--- config.mk ---
export PLATFORM = sky130hd
export DESIGN_NAME = policy_deck_ctrl_flat
export DESIGN_NICKNAME = d
export VERILOG_FILES = /design/src/rtl/policy_deck_if.sv /design/src/rtl/policy_deck_ctrl.sv /design/src/flat_wrapper.sv
export SDC_FILE = /design/constraint.sdc
export NUM_CORES = 1
export LEC_CHECK = 0
export CAP_MARGIN = 20
export CORE_MARGIN = 2
export CORE_UTILIZATION = 60
export DETAILED_ROUTE_END_ITERATION = 10
export PLACE_DENSITY = 0.81
export SYNTH_ARGS = -nofsm -noshare
export SYNTH_HDL_FRONTEND = slang
export SYNTH_SLANG_ARGS = --single-unit
export TNS_END_PERCENT = 50
--- constraint.sdc ---
create_clock -name clk -period 6.2 [get_ports clk]
set_input_delay 1.24 -clock clk [delete_from_list [all_inputs] [get_ports clk]]
set_output_delay 1.24 -clock clk [all_outputs]
set_load 0.02 [all_outputs]
--- src/rtl/policy_deck_if.sv ---
// Command/status bundle for the policy-card sequencer: one command channel plus
// the game-state view and debug taps (stack bits, FSM state) for checkers.
interface policy_deck_if #(
    parameter int DECK_SIZE = 17
);
    // Handshake: a command is taken on a rising clk edge where cmd_valid and
    // cmd_ready are both high; cmd_op/cmd_idx must be stable while cmd_valid is
    // high. The sequencer answers each accepted command with a one-cycle done
    // or err pulse (NOP answers with neither).
    logic                 cmd_valid;
    logic [2:0]           cmd_op;
    logic [1:0]           cmd_idx;
    logic                 cmd_ready;
    logic                 done;
    logic                 err;
    logic [2:0]           hand;
    logic [1:0]           hand_n;
    logic [2:0]           peek;
    logic [4:0]           stack_n;
    logic [4:0]           disc_n;
    logic [2:0]           lib_board;
    logic [2:0]           fas_board;
    logic                 game_over;
    logic [DECK_SIZE-1:0] dbg_stack;
    logic [1:0]           dbg_state;

    modport master (
        output cmd_valid, cmd_op, cmd_idx,
        input  cmd_ready, done, err, hand, hand_n, peek, stack_n, disc_n,
               lib_board, fas_board, game_over, dbg_stack, dbg_state
    );

    modport slave (
        input  cmd_valid, cmd_op, cmd_idx,
        output cmd_ready, done, err, hand, hand_n, peek, stack_n, disc_n,
               lib_board, fas_board, game_over, dbg_stack, dbg_state
    );
endinterface

--- src/rtl/policy_deck_ctrl.sv ---
// Policy-card sequencer: draw stack, hand, discard counts, boards, merge+shuffle.
// Optional SNPU_ENTROPY_EN adds ent_in, mixed into the LFSR feedback.
module policy_deck_ctrl #(
    parameter int          DECK_SIZE   = 17,
    parameter int          N_ONES      = 6,
    parameter int          SHUF_ROUNDS = 32,
    parameter logic [7:0]  LFSR_SEED   = 8'h01
) (
    input  logic          clk,
    input  logic          rst,
`ifdef SNPU_ENTROPY_EN
    input  logic          ent_in,
`endif
    policy_deck_if.slave  bus
);
    localparam int RW = $clog2(SHUF_ROUNDS + 1);
    localparam logic [DECK_SIZE-1:0] FRESH = {{(DECK_SIZE-N_ONES){1'b0}}, {N_ONES{1'b1}}};

    typedef enum logic [1:0] {IDLE, MERGE, SHUF, DRAW_FIN} state_t;

    state_t               state_q, state_d;
    logic [DECK_SIZE-1:0] stack_q, stack_d;
    logic [4:0]           stack_n_q, stack_n_d, disc_n_q, disc_n_d, disc_ones_q, disc_ones_d;
    logic [2:0]           hand_q, hand_d, peek_q, peek_d, lib_q, lib_d, fas_q, fas_d;
    logic [1:0]           hand_n_q, hand_n_d;
    logic [7:0]           lfsr_q, lfsr_d;
    logic [4:0]           i_q, i_d;
    logic [RW-1:0]        rnd_q, rnd_d;
    logic                 draw_pend_q, draw_pend_d, done_q, done_d, err_q, err_d;
    logic                 fb, card, other, game_over;
    int                   sn, dn, dos;

    assign game_over = (lib_q == 3'd5) || (fas_q == 3'd6);

    always_comb begin
        state_d     = state_q;
        stack_d     = stack_q;
        stack_n_d   = stack_n_q;
        disc_n_d    = disc_n_q;
        disc_ones_d = disc_ones_q;
        hand_d      = hand_q;
        hand_n_d    = hand_n_q;
        peek_d      = peek_q;
        lib_d       = lib_q;
        fas_d       = fas_q;
        i_d         = i_q;
        rnd_d       = rnd_q;
        draw_pend_d = draw_pend_q;
        done_d      = 1'b0;
        err_d       = 1'b0;
        card        = 1'b0;
        other       = 1'b0;
        sn          = int'(stack_n_q);
        dn          = int'(disc_n_q);
        dos         = int'(disc_ones_q);

        fb = lfsr_q[7] ^ lfsr_q[5] ^ lfsr_q[4] ^ lfsr_q[3];
`ifdef SNPU_ENTROPY_EN
        fb     = fb ^ ent_in;
        lfsr_d = (lfsr_q == 8'h00) ? LFSR_SEED : {lfsr_q[6:0], fb};
`else
        lfsr_d = {lfsr_q[6:0], fb};
`endif

        unique case (state_q)
            IDLE: begin
                if (bus.cmd_valid) begin
                    err_d = 1'b1;
                    if (bus.cmd_op == 3'd0) begin
                        err_d = 1'b0;
                    end else if (bus.cmd_op == 3'd1) begin
                        // Fresh game keeps the LFSR running so games differ.
                        err_d     = 1'b0;
                        done_d    = 1'b1;
                        stack_d   = FRESH;
                        stack_n_d = 5'(DECK_SIZE);
                        disc_n_d  = '0;
                        disc_ones_d = '0;
                        hand_d    = '0;
                        hand_n_d  = '0;
                        peek_d    = '0;
                        lib_d     = '0;
                        fas_d     = '0;
                    end else if (!game_over) begin
                        case (bus.cmd_op)
                            3'd2: if (hand_n_q == 2'd0) begin
                                if (stack_n_q >= 5'd3) begin
                                    err_d     = 1'b0;
                                    done_d    = 1'b1;
                                    hand_d    = stack_q[2:0];
                                    hand_n_d  = 2'd3;
                                    stack_d   = stack_q >> 3;
                                    stack_n_d = stack_n_q - 5'd3;
                                end else if (sn + dn >= 3) begin
                                    err_d       = 1'b0;
                                    draw_pend_d = 1'b1;
                                    state_d     = MERGE;
                                end
                            end
                            3'd3: if (hand_n_q == 2'd3 && bus.cmd_idx != 2'd3) begin
                                err_d    = 1'b0;
                                done_d   = 1'b1;
                                hand_n_d = 2'd2;
                                case (bus.cmd_idx)
                                    2'd0:    begin card = hand_q[0]; hand_d = {1'b0, hand_q[2], hand_q[1]}; end
                                    2'd1:    begin card = hand_q[1]; hand_d = {1'b0, hand_q[2], hand_q[0]}; end
                                    default: begin card = hand_q[2]; hand_d = {1'b0, hand_q[1], hand_q[0]}; end
                                endcase
                                disc_n_d    = disc_n_q + 5'd1;
                                disc_ones_d = disc_ones_q + {4'd0, card};
                            end
                            3'd4: if (hand_n_q == 2'd2 && !bus.cmd_idx[1]) begin
                                err_d    = 1'b0;
                                done_d   = 1'b1;
                                card     = bus.cmd_idx[0] ? hand_q[1] : hand_q[0];
                                other    = bus.cmd_idx[0] ? hand_q[0] : hand_q[1];
                                if (card) lib_d = lib_q + 3'd1;
                                else      fas_d = fas_q + 3'd1;
                                disc_n_d    = disc_n_q + 5'd1;
                                disc_ones_d = disc_ones_q + {4'd0, other};
                                hand_d      = '0;
                                hand_n_d    = '0;
                            end
                            3'd5: if (stack_n_q >= 5'd3) begin
                                err_d  = 1'b0;
                                done_d = 1'b1;
                                peek_d = stack_q[2:0];
                            end
                            3'd6: if (hand_n_q == 2'd0) begin
                                err_d       = 1'b0;
                                draw_pend_d = 1'b0;
                                state_d     = MERGE;
                            end
                            default: ;
                        endcase
                    end
                end
            end
            MERGE: begin
                // Discards go on the bottom: ones first, then zeros.
                for (int k = 0; k < DECK_SIZE; k++) begin
                    if (k >= sn && k < sn + dn) stack_d[k] = ((k - sn) < dos);
                end
                stack_n_d   = stack_n_q + disc_n_q;
                disc_n_d    = '0;
                disc_ones_d = '0;
                i_d         = '0;
                rnd_d       = '0;
                state_d     = SHUF;
            end
            SHUF: begin
                if (int'(lfsr_q[4:0]) < sn) begin
                    stack_d[i_q]         = stack_q[lfsr_q[4:0]];
                    stack_d[lfsr_q[4:0]] = stack_q[i_q];
                end
                i_d = (int'(i_q) + 1 >= sn) ? 5'd0 : i_q + 5'd1;
                if (rnd_q == RW'(SHUF_ROUNDS - 1)) begin
                    state_d = draw_pend_q ? DRAW_FIN : IDLE;
                    done_d  = !draw_pend_q;
                end else begin
                    rnd_d = rnd_q + RW'(1);
                end
            end
            DRAW_FIN: begin
                hand_d      = stack_q[2:0];
                hand_n_d    = 2'd3;
                stack_d     = stack_q >> 3;
                stack_n_d   = stack_n_q - 5'd3;
                draw_pend_d = 1'b0;
                done_d      = 1'b1;
                state_d     = IDLE;
            end
            default: state_d = IDLE;
        endcase
    end

    always_ff @(posedge clk or posedge rst) begin
        if (rst) begin
            state_q     <= IDLE;
            stack_q     <= FRESH;
            stack_n_q   <= 5'(DECK_SIZE);
            disc_n_q    <= '0;
            disc_ones_q <= '0;
            hand_q      <= '0;
            hand_n_q    <= '0;
            peek_q      <= '0;
            lib_q       <= '0;
            fas_q       <= '0;
            lfsr_q      <= LFSR_SEED;
            i_q         <= '0;
            rnd_q       <= '0;
            draw_pend_q <= 1'b0;
            done_q      <= 1'b0;
            err_q       <= 1'b0;
        end else begin
            state_q     <= state_d;
            stack_q     <= stack_d;
            stack_n_q   <= stack_n_d;
            disc_n_q    <= disc_n_d;
            disc_ones_q <= disc_ones_d;
            hand_q      <= hand_d;
            hand_n_q    <= hand_n_d;
            peek_q      <= peek_d;
            lib_q       <= lib_d;
            fas_q       <= fas_d;
            lfsr_q      <= lfsr_d;
            i_q         <= i_d;
            rnd_q       <= rnd_d;
            draw_pend_q <= draw_pend_d;
            done_q      <= done_d;
            err_q       <= err_d;
        end
    end

    assign bus.cmd_ready = (state_q == IDLE);
    assign bus.done      = done_q;
    assign bus.err       = err_q;
    assign bus.hand      = hand_q;
    assign bus.hand_n    = hand_n_q;
    assign bus.peek      = peek_q;
    assign bus.stack_n   = stack_n_q;
    assign bus.disc_n    = disc_n_q;
    assign bus.lib_board = lib_q;
    assign bus.fas_board = fas_q;
    assign bus.game_over = game_over;
    assign bus.dbg_stack = stack_q;
    assign bus.dbg_state = state_q;
endmodule
--- src/flat_wrapper.sv ---
// flat-port wrapper written by rule: the top's interface ports become plain ports
module policy_deck_ctrl_flat 
#(
    parameter int          DECK_SIZE   = 17,
    parameter int          N_ONES      = 6,
    parameter int          SHUF_ROUNDS = 32,
    parameter logic [7:0]  LFSR_SEED   = 8'h01
)
  (clk, rst, bus_cmd_valid, bus_cmd_op, bus_cmd_idx, bus_cmd_ready, bus_done, bus_err, bus_hand, bus_hand_n, bus_peek, bus_stack_n, bus_disc_n, bus_lib_board, bus_fas_board, bus_game_over, bus_dbg_stack, bus_dbg_state);
  policy_deck_if #(.DECK_SIZE(DECK_SIZE)) bus_i ();
  input  logic clk;
  input  logic rst;
  input wire logic [$bits(bus_i.cmd_valid)-1:0] bus_cmd_valid;
  input wire logic [$bits(bus_i.cmd_op)-1:0] bus_cmd_op;
  input wire logic [$bits(bus_i.cmd_idx)-1:0] bus_cmd_idx;
  output wire logic [$bits(bus_i.cmd_ready)-1:0] bus_cmd_ready;
  output wire logic [$bits(bus_i.done)-1:0] bus_done;
  output wire logic [$bits(bus_i.err)-1:0] bus_err;
  output wire logic [$bits(bus_i.hand)-1:0] bus_hand;
  output wire logic [$bits(bus_i.hand_n)-1:0] bus_hand_n;
  output wire logic [$bits(bus_i.peek)-1:0] bus_peek;
  output wire logic [$bits(bus_i.stack_n)-1:0] bus_stack_n;
  output wire logic [$bits(bus_i.disc_n)-1:0] bus_disc_n;
  output wire logic [$bits(bus_i.lib_board)-1:0] bus_lib_board;
  output wire logic [$bits(bus_i.fas_board)-1:0] bus_fas_board;
  output wire logic [$bits(bus_i.game_over)-1:0] bus_game_over;
  output wire logic [$bits(bus_i.dbg_stack)-1:0] bus_dbg_stack;
  output wire logic [$bits(bus_i.dbg_state)-1:0] bus_dbg_state;
  assign bus_i.cmd_valid = bus_cmd_valid;
  assign bus_i.cmd_op = bus_cmd_op;
  assign bus_i.cmd_idx = bus_cmd_idx;
  assign bus_cmd_ready = bus_i.cmd_ready;
  assign bus_done = bus_i.done;
  assign bus_err = bus_i.err;
  assign bus_hand = bus_i.hand;
  assign bus_hand_n = bus_i.hand_n;
  assign bus_peek = bus_i.peek;
  assign bus_stack_n = bus_i.stack_n;
  assign bus_disc_n = bus_i.disc_n;
  assign bus_lib_board = bus_i.lib_board;
  assign bus_fas_board = bus_i.fas_board;
  assign bus_game_over = bus_i.game_over;
  assign bus_dbg_stack = bus_i.dbg_stack;
  assign bus_dbg_state = bus_i.dbg_state;
  policy_deck_ctrl #(.DECK_SIZE(DECK_SIZE), .N_ONES(N_ONES), .SHUF_ROUNDS(SHUF_ROUNDS), .LFSR_SEED(LFSR_SEED)) u_core (.clk(clk), .rst(rst), .bus(bus_i));
endmodule
# Word-level counts from Yosys, hierarchy flattened
# Cells that the tools add are included.
[word_totals]
regBits = 70
in_bits = 8
output_inout_bits = 47
wordCells = 404
[op_classes]
addsub = 28
n_lt_le_gt_ge = 59
eq_ne = 60
mux = 154
bitwise_logic = 4
n_reduce_logical = 65
[ops]
columns = ["cell", "n"]
rows = [
  ["32-bit by 6-bit < comparator with 1-bit output", 17],
  ["5-bit by 32-bit < comparator with 1-bit output (first input constant)", 8],
  ["17-bit 2-to-1 mux", 8],
  ["8-bit AND reduction", 17],
  ["4-bit by 32-bit < comparator with 1-bit output (first input constant)", 4],
  ["5-bit 2-to-1 mux", 20],
  ["17-bit case mux with 4 select lines", 1],
  ["3-bit by 32-bit < comparator with 1-bit output (first input constant)", 2],
  ["3-bit 2-to-1 mux", 21],
  ["1-bit 2-to-1 mux", 59],
  ["5-bit case mux with 2 select lines", 5],
  ["4-bit by 5-bit subtractor with 6-bit output (first input constant)", 8],
  ["2-bit by 1-bit != test with 1-bit output (second input constant)", 21],
  ["4-bit by 5-bit >= comparator with 1-bit output (first input constant)", 8],
  ["2-bit 2-to-1 mux", 18],
  ["17-bit bitwise mux", 2],
  ["32-bit by 3-bit >= comparator with 1-bit output (second input constant)", 1],
  ["32-bit by 6-bit >= comparator with 1-bit output", 1],
  ["1-bit by 32-bit < comparator with 1-bit output (first input constant)", 1],
  ["2-bit by 32-bit < comparator with 1-bit output (first input constant)", 1],
  ["6-bit by 32-bit < comparator with 1-bit output (first input constant)", 1],
  ["10-bit AND reduction", 3],
  ["7-bit AND reduction", 4],
  ["3-bit by 5-bit subtractor with 6-bit output (first input constant)", 4],
  ["other kinds (61)", 135],
]

# Logic depth before layout (Yosys ltp)
# Gate-level depths: netlist of the first run.
[logic_depth]
depth_word = 17
ltp_mapped = 13
mapped_depth_nobuf = 12

# Worst setup path after synthesis of the first run
# OpenSTA, ideal clock, no wires.
[synth_timing]
path_type = "register to register"
startpoint = "reg u_core.stack_n_q[3] (netlist: u_core.bus.stack_n[3])"
endpoint = "reg u_core.stack_q[14] (netlist: u_core.bus.dbg_stack[14])"
setup_time_ns = 0.125
arrival_ns = 3.034
required_time_ns = 6.075
slack_ns = 3.041
stages_incl_launch_ff = 11
n_path_buf = 2
synth_period_minus_slack_ns = 3.159
path_cell_list = "dfrtp_1 -> clkbuf_1 -> inv_1 -> ha_1 -> nand2_1 -> o221ai_1 -> a41oi_1 -> or3_1 -> buf_2 -> nor3_1 -> mux2_2"
[synth_between]
elab_chain_len = 5
word_cells_on_any_way = 14
cone_classes = "add/sub (2); order compare (5); eq/ne (3); mux (2); reduce/logical (2)"
[synth_lines]
columns = ["item", "line_no", "source"]
rows = [
  ["from (decl)", "policy_deck_ctrl.sv:23", "logic [4:0] stack_n_q, stack_n_d, disc_n_q, disc_n_d, disc_ones_q, disc_ones_d;"],
  ["from (signal assigned)", "policy_deck_ctrl.sv:181", "stack_n_q <= 5'(DECK_SIZE);"],
  ["from (signal assigned)", "policy_deck_ctrl.sv:198", "stack_n_q <= stack_n_d;"],
  ["5-bit by 5-bit adder with 6-bit output", "policy_deck_ctrl.sv:142", "if (k >= sn && k < sn + dn) stack_d[k] = ((k - sn) < dos);"],
  ["5-bit by 32-bit < comparator with 1-bit output", "policy_deck_ctrl.sv:142", ""],
  ["1-bit logical AND", "policy_deck_ctrl.sv:142", ""],
  ["2-bit by 1-bit != test with 1-bit output (no line)", "--", ""],
  ["8-bit AND reduction (no line)", "--", ""],
  ["to (signal assigned)", "policy_deck_ctrl.sv:197", "stack_q <= stack_d;"],
  ["to (decl)", "policy_deck_ctrl.sv:22", "logic [DECK_SIZE-1:0] stack_q, stack_d;"],
]
# Several ways; a longest one is shown, not always the timed one. The select of a mux whose other input is x is not followed.
# A chain may end at the register's enable or synchronous reset.

# Worst setup path after layout of the first run
[layout_timing]
startpoint = "in bus_cmd_op[0]"
endpoint = "reg u_core.stack_q[3] (netlist: u_core.bus.dbg_stack[3])"
[layout_between]
elab_chain_len = 5
word_cells_on_any_way = 13
cone_classes = "eq/ne (7); mux (4); reduce/logical (2)"
[layout_lines]
columns = ["item", "line_no", "source"]
rows = [
  ["from (decl)", "flat_wrapper.sv:14", "input wire logic [$bits(bus_i.cmd_op)-1:0] bus_cmd_op;"],
  ["3-bit by 1-bit == test with 1-bit output", "policy_deck_ctrl.sv:71", "end else if (bus.cmd_op == 3'd1) begin"],
  ["17-bit 2-to-1 mux", "policy_deck_ctrl.sv:71", ""],
  ["17-bit 2-to-1 mux", "policy_deck_ctrl.sv:69", "if (bus.cmd_op == 3'd0) begin"],
  ["17-bit 2-to-1 mux", "policy_deck_ctrl.sv:67", "if (bus.cmd_valid) begin"],
  ["17-bit case mux with 4 select lines", "policy_deck_ctrl.sv:65", "unique case (state_q)"],
]
# Several ways; a longest one is shown, not always the timed one. The select of a mux whose other input is x is not followed.

==> reports/summary.txt, run 1 <==
skew final - 0.00390 ns
area grow syn2layout - 11.4%
vias in the first global route - 6837
CTS root buffer - clkbuf_16
cell chain of the critical path - clkdlybuf4s50_1, or3b_1, nand2_4, a41oi_1, nor3_2, o21ai_0, nor2_1, mux2_2
CP Data Required Time - 6.46 ns
crit path buf inv count - 1
Synth Area per Inst - 8.12 µm²
DIE AREA - 0.0136 mm²
sequential cell area - 0.00176 mm²
Data arrival, critical path - 4.65 ns
Worst-path clk slew - 0.06 ns
Seq/Total Area, Yosys - 0.232
type of origin of the critical path - input pin
PD cells - 621 mW/mm²
port bufs - 54
most common cell after layout, fill and taps aside - ha_1
fin area - 0.00848 mm²
crit end category - flop
syn_nets - 1042
Setup CP Type - in -> reg
worst hold path type - reg -> reg
DR pass1 iterations - 7
remaining global-route overflow - 0
Cell Rows - 41
GRT Overall Usage - 0.361
CP max stage delay - 0.79 ns
largest net degree at the start of global routing - 71
Starting Density - 0.608
internal reg-to-reg setup slack - 1.90 ns
Synth cell types - 90
ys flop type - dfrtp_1
CP top delay family - simple AND/OR/NAND/NOR gates
initial DRC count - 1011
FF-to-FF End - u_core.bus.dbg_stack[3]$_DFFE_PP1P_
proportion of layout cells with a drive suffix above 1 - 0.0708
post-route ant nets - 0
number of synthesized flops with an enable pin - 0
TNS Setup - 0 ns
FFs w/ async S/R, synth - 1.00
# H-tree levels - 3
post-detailed-route wirelength per cell - 21.3 µm
Fill cells - 1087
HPWL after DPL - 17100 µm
WHS - 0.355 ns
Yosys top cell area share - 0.200
top cells by area, synth - dfrtp_1 20%, ha_1 16%, a21oi_1 4.4%, nand2_1 4.1%, o21ai_0 3.9%
clk_lat worst skew - 0.34 ns
Leak Pwr - 3.59 nW
synthesized instance count - 938
status - finished, final reports clean
# DRC - 0
RR Startpoint - u_core.bus.stack_n[3]$_DFFE_PP0P_
multi-input logic area - 0.00541 mm²
RD Place Congestion - 1.00
Antenna Cells - 0
Yosys warning count - 0
Worst Tran Pin Value - 0.924 ns
nets - 1060
Area after DPL - 0.00819 mm²
min Tclk post-route - 4.39 ns
first-pass GRT wire length - 37900 µm
Fmax achieved - 0.228 GHz
Peak VDD IR - 0.383 mV
Min-Delay Endpoint - u_core.lfsr_q[7]$_DFF_PP0_
number of CTS-inserted buffers - 9
Hold Fails Final Rpt - 0
initial antenna violation count - 0
RSZ-0062 raised after global routing - false
routed vias/inst - 6.62
max-cap viol count - 0
worst hold start - u_core.lfsr_q[6]$_DFF_PP0_
die height - 117 µm
vias after detailed routing - 7504
CTS max path bufs - 2
cells on worst reg2reg path - 9
commonest cells after routing, fill and taps aside - 95 x ha_1, 84 x nand2_1, 67 x a21oi_1, 65 x nor2_1, 61 x dfrtp_1
Mapped Area - 0.00761 mm²
#FFs+latches synth - 70
worst hold path stage count - 0
PostCTS Resize Cnt - 0
Post-CTS Hold Buffers - 0
dominant cell type by area after synthesis - dfrtp_1
Slew Viols, Final - 0
Total Wirelength - 24100 µm
Final setup viols - 0
CTS tree - yes
chip width - 117 µm
Critical Path Fanout Max - 23
Post CTS Setup Buffer Count - 0
clock tree sinks - 70
Slowest-stage cell, CP - or3b_1
I/O Pins - 55
relative slew slack - 0.384
core area - 0.0125 mm²
Tcrit/Tclk final - 0.708
[report_power, final]
part           total (mW)  switching (mW)  internal, mW
logic                3.74            2.22          1.51
registers            1.02           0.377         0.641
clock network       0.517           0.206         0.311
[per-stage QoR]
step	total power [mW]	setup slack, ns	std cells	utilization
6_report	5.27	1.81	1133	0.678
5_1_grt	5.70	1.59	1133	0.678
4_1_cts	5.18	1.87	1133	0.678
3_5_place_dp	4.63	1.51	1117	0.654
3_3_place_gp	4.56	1.57	1117	0.654
2_1_floorplan	3.52	3.04	938	-
[state kept, by name, indices dropped and copies added (netlist names), 3 cells and up]
signal and flops:
u_core.bus.disc_n 5, u_core.lfsr_q 8, u_core.bus.stack_n 5, u_core.bus.hand 3, u_core.bus.fas_board 3, u_core.i_q 5
u_core.bus.peek 3, u_core.rnd_q 6, u_core.bus.lib_board 3, u_core.bus.dbg_stack 17, u_core.disc_ones_q 5
[cell usage after synthesis (13+ instances only)]
cell and n:
clkbuf_1 33, nor3_1 21, nand2_1 84, xnor2_1 26, a21oi_1 67, inv_1 58, dfrtp_1 61, o22ai_1 13
nand3_1 28, nor2_1 65, a21o_1 19, a31oi_1 21, o31ai_1 18, buf_2 13, ha_1 95, a211oi_1 17
o21ai_0 59
[worst reg2reg max path, cell delays in order (launching register included)]
cell and delay [ns]:
dfrtp_1 0.64, inv_1 0.60, ha_1 0.51, inv_1 0.27, o221ai_1 0.49, a41oi_1 0.28
nor3_2 0.72, o21ai_0 0.19, nor2_1 0.17, mux2_2 0.36
[how the worst max path moves through the flow]
stage / slack [ns] / start / cells after the start / end
6_report: 1.81 / bus_cmd_op[0] / 8 / u_core.bus.dbg_stack[3]$_DFFE_PP1P_
5_1_grt: 1.59 / bus_cmd_op[2] / 7 / u_core.bus.dbg_stack[7]$_DFFE_PP0P_
4_1_cts: 1.87 / bus_cmd_op[2] / 7 / u_core.bus.dbg_stack[7]$_DFFE_PP0P_
3_5_place_dp: 1.51 / bus_cmd_op[2] / 8 / u_core.bus.dbg_stack[3]$_DFFE_PP1P_
3_3_place_gp: 1.57 / bus_cmd_op[2] / 8 / u_core.bus.dbg_stack[3]$_DFFE_PP1P_
2_1_floorplan: 3.04 / u_core.bus.stack_n[3]$_DFFE_PP0P_ / 10 / u_core.bus.dbg_stack[14]$_DFFE_PP0P_
[final cells by class]
class / count / share of cell area
Clock buffer: 10 / 0.0270
Timing Repair Buffer: 59 / 0.0682
Inverter: 60 / 0.0266
Tap cell: 172 / 0.0254
Clock inverter: 6 / 0.00738
Multi-Input combinational cell: 756 / 0.638
Sequential cell: 70 / 0.208
[cells by family (layout without fill, tap and decap cells)]
family,after synthesis,count (layout),synth area share
AO/OA/AOI/OAI,314,314,0.283
AND/OR/NAND/NOR,288,288,0.188
buffers and inverters,112,135,0.0583
adder cells (fa/ha/maj),96,96,0.159
flip-flops,70,70,0.232
XOR/XNOR,33,33,0.0380
multiplexers,25,25,0.0424
[routing by layer]
metal  up-vias  routed length, µm  GRT usage
met5         -                  0          0
met4         0                762      0.130
met3        57               2460     0.0742
met2       445              10700      0.555
met1      3486              10100      0.504
li1       3516                  -          -
(Power assumes the default switching activity.)
==> inputs of run 2 (changes only) <==
CORE_UTILIZATION = 55   (was 60)
PLACE_DENSITY = 0.78   (was 0.81)
clock period = 3.5 ns   (was 6.2 ns; I/O delays follow)
==> reports/summary.txt, run 2 (same netlist as run 1, synthesis figures left out) <==
Final setup viols - 0
post-detailed-route wirelength per cell - 21.1 µm
post-route ant nets - 0
status - finished, final reports clean
vias after detailed routing - 7696
RD Place Congestion - 1.02
Leak Pwr - 3.74 nW
max reg flops - 17
remaining global-route overflow - 0
Cell Rows - 42
RR Startpoint - u_core.bus.stack_n[0]$_DFFE_PP1P_
PD cells - 1100 mW/mm²
Slew Viols, Final - 0
relative slew slack - 0.535
CTS root buffer - clkbuf_16
Critical Path Fanout Max - 8
Fmax achieved - 0.309 GHz
Tcrit/Tclk final - 0.924
clock tree sinks - 70
Worst Tran Pin Value - 0.696 ns
clk_lat worst skew - 0.35 ns
area grow syn2layout - 14.9%
proportion of layout cells with a drive suffix above 1 - 0.101
worst hold path type - reg -> reg
die height - 122 µm
Worst-path clk slew - 0.07 ns
nets - 1091
Post-CTS Hold Buffers - 0
worst hold start - u_core.lfsr_q[6]$_DFF_PP0_
Hold Fails Final Rpt - 0
# H-tree levels - 3
DIE AREA - 0.0148 mm²
DR pass1 iterations - 7
initial DRC count - 941
CTS max path bufs - 2
Post CTS Setup Buffer Count - 0
most common cell after layout, fill and taps aside - ha_1
number of CTS-inserted buffers - 9
grt met2 use - 0.521
port bufs - 54
Setup crit start - u_core.bus.stack_n[0]$_DFFE_PP1P_
I/O Pins - 55
type of origin of the critical path - flop
GRT Overall Usage - 0.334
Total Wirelength - 24600 µm
min Tclk post-route - 3.24 ns
crit end category - flop
core area - 0.0134 mm²
HPWL after DPL - 18400 µm
chip width - 122 µm
Antenna Cells - 0
vias in the first global route - 7342
TNS Setup - 0 ns
largest net degree at the start of global routing - 42
Peak VDD IR - 0.873 mV
routed vias/inst - 6.59
skew final - 0.0147 ns
PostCTS Resize Cnt - 0
CTS tree - yes
Finished Core Util - 0.653
gr busiest metal - met2
# DRC - 0
grt met1 use - 0.453
Starting Density - 0.568
Setup CP Type - reg -> reg
Fill cells - 1162
first-pass GRT wire length - 38800 µm
commonest cells after routing, fill and taps aside - 95 x ha_1, 84 x nand2_1, 67 x a21oi_1, 65 x nor2_1, 61 x dfrtp_1
RSZ-0062 raised after global routing - false
max-cap viol count - 0
initial antenna violation count - 0
Data arrival, critical path - 3.48 ns
CP Data Required Time - 3.74 ns
met3 GRT Util - 0.0768
[run 2: changes by cell type in the layout (fill, tap and decap cells not counted)]
cell        change
clkinv_2        -3
buf_4          +30
inv_6           +2
buf_12          +1
clkbuf_1        -1
clkinv_4        -2
clkinvlp_4      +3
inv_8           +1
[run 2: worst paths after layout]
path | endpoint | slack [ns] | depth (start not counted)
max reg2reg | u_core.bus.dbg_stack[16]$_DFFE_PP0P_ | 0.26 | 10
max in group asynchronous | u_core.bus.dbg_stack[4]$_DFFE_PP1P_ | 1.99 | 3
min | u_core.lfsr_q[7]$_DFF_PP0_ | 0.35 | 0
min in group asynchronous | u_core.bus.err$_DFF_PP0_ | 0.77 | 2
min reg2reg | u_core.lfsr_q[7]$_DFF_PP0_ | 0.35 | 0
max | u_core.bus.dbg_stack[16]$_DFFE_PP0P_ | 0.26 | 10
[run 2: cell type report]
class	count	area (µm²)	area share
Sequential cell	70	1760	0.202
Multi-Input combinational cell	756	5410	0.618
Inverter	60	225	0.0258
Clock buffer	9	225	0.0258
Tap cell	176	220	0.0252
Timing Repair Buffer	90	823	0.0941
Clock inverter	7	81.3	0.00930
[run 2: report_power, final]
group | leakage [nW] | internal [mW] | switching, mW
Combinational | 2.71 | 2.87 | 4.16
Clock | 0.141 | 0.562 | 0.400
Sequential | 0.886 | 1.14 | 0.487
Total | 3.74 | 4.57 | 5.05
[run 2: per-layer routing]
layer	part of all wire	up-vias
met2	0.45	435
li1	-	3571
met5	0	-
met3	0.094	77
met4	0.031	0
met1	0.43	3613
[run 2: metrics by stage]
step	setup WS [ns]	hold slack, ns	total power [mW]	std cells	instance area, µm²
6_report	0.265	0.354	9.62	1168	8750
5_1_grt	0.119	0.368	10.4	1168	8750
4_1_cts	0.294	0.360	9.48	1168	8750
3_5_place_dp	0.248	0.337	8.46	1152	8440
3_3_place_gp	0.267	0.335	8.29	1152	8440
2_1_floorplan	0.341	0.331	6.24	938	7610
[run 2: worst max-delay path: stages (launching register included)]
cell	delay, ns
dfstp_2	0.61
ha_1	0.23
inv_1	0.06
fa_1	0.45
xor2_1	0.28
nand2_1	0.16
or4b_2	0.64
nor2_1	0.11
a211oi_1	0.05
o21ai_0	0.18
mux2_2	0.35
